<file path="config.mk">
export PLATFORM = sky130hd
export DESIGN_NAME = mem_access_unit
export DESIGN_NICKNAME = d
export VERILOG_FILES = /design/src/rtl/mem_access_unit.sv
export SDC_FILE = /design/constraint.sdc
export NUM_CORES = 1
export LEC_CHECK = 0
export CORE_UTILIZATION = 35
export CTS_CLUSTER_SIZE = 14
export DETAILED_ROUTE_END_ITERATION = 6
export HOLD_SLACK_MARGIN = 0.02
export MAX_ROUTING_LAYER = met4
export PLACE_DENSITY = 0.8
export SLEW_MARGIN = 20
export SYNTH_ARGS = -nofsm -noshare
export SYNTH_HDL_FRONTEND = slang
export SYNTH_SLANG_ARGS = --single-unit
</file>
<file path="constraint.sdc">
create_clock -name CLK -period 1.7 [get_ports CLK]
set_input_delay 0.34 -clock CLK [delete_from_list [all_inputs] [get_ports CLK]]
set_output_delay 0.34 -clock CLK [all_outputs]
set_load 0.05 [all_outputs]
</file>
<file path="src/rtl/mem_access_unit.sv">
// MEM stage of the pipeline: consumes the EX/MEM register, drives the data-cache
// request handshake, freezes upstream registers while a request is outstanding,
// and holds the MEM/WB register that feeds writeback.
module mem_access_unit #(
    parameter int WORD_W   = 32,
    parameter int REGSEL_W = 5,
    parameter int TIMEOUT  = 64
) (
    input  logic                CLK,
    input  logic                nRST,
    input  logic                flush,
    input  logic                mem_read_in,
    input  logic                mem_write_in,
    input  logic                mem_to_reg_in,
    input  logic                reg_write_in,
    input  logic [WORD_W-1:0]   alu_output_in,
    input  logic [WORD_W-1:0]   rdat2_in,
    input  logic [REGSEL_W-1:0] reg_dst_in,
    output logic                dmemREN,
    output logic                dmemWEN,
    output logic [WORD_W-1:0]   dmemaddr,
    output logic [WORD_W-1:0]   dmemstore,
    input  logic                dhit,
    input  logic [WORD_W-1:0]   dmemload,
    output logic                stall,
    output logic                wb_reg_write,
    output logic [REGSEL_W-1:0] wb_wsel,
    output logic [WORD_W-1:0]   wb_wdat,
    output logic                err_timeout
);

    localparam int CNT_W = $clog2(TIMEOUT + 1);
    localparam logic [CNT_W-1:0] TIMEOUT_C = CNT_W'(TIMEOUT);

    typedef enum logic {
        IDLE,
        WAIT
    } state_t;

    state_t           r_state;
    state_t           w_stateNext;
    logic [CNT_W-1:0] r_waitCnt;
    logic [CNT_W-1:0] w_waitCntNext;
    logic             w_req;

    // A request exists whenever EX/MEM asks for memory and the instruction is not
    // being killed; gating with nRST keeps the handshake quiet during reset even
    // if upstream still presents a memory op.
    assign w_req     = (mem_read_in | mem_write_in) & ~flush & nRST;
    assign dmemWEN   = w_req & mem_write_in;
    assign dmemREN   = w_req & mem_read_in & ~mem_write_in;
    assign stall     = w_req & ~dhit;
    assign dmemaddr  = alu_output_in;
    assign dmemstore = rdat2_in;

    // State and wait-counter registers.
    always_ff @(posedge CLK or negedge nRST) begin
        if (!nRST) begin
            r_state   <= IDLE;
            r_waitCnt <= '0;
        end else begin
            r_state   <= w_stateNext;
            r_waitCnt <= w_waitCntNext;
        end
    end

    // Next state: enter WAIT on a missed first cycle, count wait cycles saturating
    // at TIMEOUT, and fall back to IDLE on a hit or when the request vanishes.
    always_comb begin
        w_stateNext   = r_state;
        w_waitCntNext = r_waitCnt;
        case (r_state)
            IDLE: begin
                if (w_req && !dhit) begin
                    w_stateNext   = WAIT;
                    w_waitCntNext = CNT_W'(1);
                end else begin
                    w_waitCntNext = '0;
                end
            end
            WAIT: begin
                if (!w_req || dhit) begin
                    w_stateNext   = IDLE;
                    w_waitCntNext = '0;
                end else if (r_waitCnt != TIMEOUT_C) begin
                    w_waitCntNext = r_waitCnt + CNT_W'(1);
                end
            end
            default: begin
                w_stateNext   = IDLE;
                w_waitCntNext = '0;
            end
        endcase
    end

    // Sticky timeout flag: latches once the wait count reaches TIMEOUT.
    always_ff @(posedge CLK or negedge nRST) begin
        if (!nRST) begin
            err_timeout <= 1'b0;
        end else if (w_waitCntNext == TIMEOUT_C) begin
            err_timeout <= 1'b1;
        end
    end

    // MEM/WB register: inserts a bubble while stalled or flushed, otherwise
    // captures the destination and either load data or the ALU result.
    always_ff @(posedge CLK or negedge nRST) begin
        if (!nRST) begin
            wb_reg_write <= 1'b0;
            wb_wsel      <= '0;
            wb_wdat      <= '0;
        end else if (stall || flush) begin
            wb_reg_write <= 1'b0;
        end else begin
            wb_reg_write <= reg_write_in;
            wb_wsel      <= reg_dst_in;
            wb_wdat      <= mem_to_reg_in ? dmemload : alu_output_in;
        end
    end

endmodule

</file>
==> summary.txt, run 1 <==
Logic synthesis
  – Post-synth top area cell: dfrtp_1
  – Top cell type's share of synthesized area: 0.407
  – Top cells by area, synth: dfrtp_1 (41%), buf_4 (17%), mux2i_1 (11%)
  – Synth warnings: 0
  – Seq/Total Area, Yosys: 0.407
  – Unique masters post-synth: 36
  – Mapped Cells: 269
  – Syn_nets: 380
  – Yosys reg bits: 47
  – Post-Syn Area: 2890 sq um
  – Syn Area/Cell: 10.8 sq um

Floorplanning
  – Die Y: 92.9 um
  – Chip Width: 92.9 um
  – Die area: 8630 sq um
  – Row cnt: 32
  – Initial Utilization: 0.369
  – CORE AREA: 7850 sq um
  – IO Pins: 215

Critical path
  – Worst Path Required: 1.88 ns
  – Critical Path Source: dhit
  – Worst R2R Start: r_waitCnt[0]$_DFF_PN0_
  – Reg-to-reg setup timing slack: 0.16 ns
  – Max incr delay on CP: 0.41 ns
  – Cells along the critical path: clkdlybuf4s50_1, nor3b_2, and2b_4, buf_4, nor2_4, buf_12, buf_12, nor2_1, a21oi_4
  – Cells on worst reg2reg path: 6
  – Crit end category: flip-flop
  – Worst Setup Path Type: in2reg
  – Critical path's slowest cell: clkdlybuf4s50_1
  – Most used cell along the critical path: buf_12
  – Crit path max fanout: 16
  – CP endpoint: wb_wdat[8]$_DFFE_PN0N_
  – Crit path DAT: 1.84 ns
  – CP Launch Type: primary input
  – R2R Path End: err_timeout$_DFFE_PN0N_

Clock network
  – H-tree depth: 2
  – Root buffer cell: clkbuf_8
  – CTS hold repair buffers: 0
  – CTS clock-pin slew for the worst setup and hold paths: 0.08 ns
  – Clock Sinks: 47
  – Clock Latency Late Sink: 0.29 ns
  – Clock buffer depth: 2
  – Cts bufs inserted: 5
  – CTS tree: yes

Finish
  – Fraction of layout cells with a size suffix above 1: 0.413
  – Fin nets: 478
  – Non-Filler Instances: 470
  – Final Util: 0.574
  – Area delta synth->final: 55.7%
  – Commonest non-fill, non-tap cell in the layout: clkdlybuf4s50_1
  – Most frequent cells in the layout: clkdlybuf4s50_1 (71), buf_4 (50), dfrtp_1 (46), buf_12 (39), mux2i_1 (33)
  – Antenna Diode Count: 0

Routing
  – Drt pass-1 iters: 4
  – WL final: 6.63 mm
  – DRC viols: 0
  – WL/cell: 14.1 um
  – DR iter-0 viols: 29
  – Via count: 2,148
  – Vias per std cell: 4.57
  – ANT nets after route: 0

STA
  – Crit path time final: 1.66 ns
  – Setup violators final: 0
  – Clock Skew: 0.00111 ns
  – RSZ-0062 raised after global routing: false
  – Worst Slack Setup Final: 0.0379 ns
  – Measured slew at the worst slew-check pin: 0.607 ns
  – Fin crit share: 0.978
  – Peak Freq: 0.602 GHz
  – Pins over their slew limit: 0
  – Relative slew margins: 0.595
  – Setup TNS: 0 ns
  – Final hold vios: 0

Placed design
  – DP HPWL: 5.34 mm
  – Quantity of I/O buffers inserted on ports: 150
  – GPL Wtd Cong: 0.775
  – Pre-CTS setup slack: -0.206 ns
  – Post-Place Cells: 458

GRT
  – Initial antenna violation count: 0
  – Vias in the first global route: 2,310
  – Grt ovf: 0
  – GR Util All Layers: 0.158
  – First-pass GRT wire length: 10.5 mm
  – Largest net degree at the start of global routing: 48

Power and ir drop
  – Max rail drop VDD: 408 uV
  – Leakage: 1.95 nW
  – PD cells: 762 nW/um^2

Flow run
  – Max-Cap Viols: 0

Worst hold path
  – Worst hold path class: in2async

Run status
  – Status: complete, no violations
## timing repair
item	CTS	global route
endpoints found under the setup margin	2	17
gates resized for setup	6	12
pin swaps	3	1
setup buffers	2	3
## metal layers
metal  track usage  routed length [um]  up-vias  part of all wire
li1              -                   -     1028                 -
met1         0.172                2480     1001              0.37
met2         0.276                3530       97              0.53
met3        0.0460                 517       22             0.078
met4        0.0487                 101        0             0.015
met5             -                   0        -                 0
## synth_stat cells
cell,n
or3_1,1
ha_1,2
nand3b_1,1
clkbuf_1,1
nor4bb_1,1
a21oi_2,22
nor2_4,1
o22ai_1,1
o21bai_1,1
nand2_1,3
and2_1,1
xor2_1,2
and3b_1,1
nor4_1,1
and2b_4,1
mux2_2,4
nor3b_2,1
nor2b_1,1
o21ai_0,1
buf_2,6
a21oi_4,9
a31oi_1,1
buf_8,1
inv_1,2
a21oi_1,2
nand2b_1,2
dfrtp_1,47
a21boi_0,1
mux2i_1,33
nor2_1,40
nand3_1,5
xnor2_1,3
mux2_4,2
buf_4,64
buf_6,3
and3_1,1
## critical path: cells and delay by family
| family | cells | cell delay, ns |
|---|---|---|
| buf+inv | 4 | 0.84 |
| simple gates | 4 | 0.62 |
| compound gates | 1 | 0.03 |
## metrics by stage
| step | total power, W | hold slack [ns] | area, sq um |
|---|---|---|---|
| 6_report | 0.00343 | 0.210 | 4500 |
| 5_1_grt | 0.00359 | 0.265 | 4500 |
| 4_1_cts | 0.00347 | 0.236 | 4450 |
| 3_5_place_dp | 0.00282 | 0.478 | 4350 |
| 3_3_place_gp | 0.00279 | 0.469 | 4350 |
| 2_1_floorplan | 0.00240 | 0.0444 | 2900 |
## report_power, final
| group | switching [W] | total [W] | internal [W] |
|---|---|---|---|
| sequential | 0.0000699 | 0.00130 | 0.00123 |
| clock | 0.000345 | 0.000634 | 0.000289 |
| combinational | 0.000876 | 0.00150 | 0.000621 |
## state kept, by name (all words and copies together), names as in the netlist
signal        count
r_waitCnt         7
err_timeout       1
wb_reg_write      1
r_state           1
wb_wdat          32
wb_wsel           5
## cell type report
type,count,area [sq um]
timing repair buffer,166,1910
tap,102,128
multi-input combinational,145,1190
clock buffer,7,76.3
sequential,47,1180
fill,679,3340
clock inverter,1,5.00
inverter,2,7.51
## kinds of logic (layout without fill, tap and decap cells)
logic type	Yosys count	in the layout	synth area share
compound gates	38	38	0.132
xor+xnor	5	5	0.0151
fa+ha+maj	2	2	0.00865
buf+inv	77	176	0.197
flops	47	47	0.407
mux	39	39	0.140
simple gates	61	61	0.100
## how the worst min path moves through the flow
stage / from / end / slack [ns]
after CTS: nRST / wb_wdat[18]$_DFFE_PN0N_ / 0.24
after global placement: err_timeout$_DFFE_PN0N_ / err_timeout$_DFFE_PN0N_ / 0.47
final: nRST / wb_wdat[31]$_DFFE_PN0N_ / 0.21
after floorplan: nRST / err_timeout$_DFFE_PN0N_ / 0.04
after detailed placement: err_timeout$_DFFE_PN0N_ / err_timeout$_DFFE_PN0N_ / 0.48
after global routing: nRST / wb_wdat[20]$_DFFE_PN0N_ / 0.26
(Power assumes the default switching activity.)
==> run 2, diff against run 1 <==
Settings changed: CTS_CLUSTER_SIZE 14 to unset.
==> results of run 2 <==
No change in the layout: final DEF, timing and power equal those of run 1.
==> run 3, diff against run 2 <==
Settings changed: HOLD_SLACK_MARGIN 0.02 to 0.06.
==> results of run 3 <==
No change in the layout: final DEF, timing and power equal those of run 1.
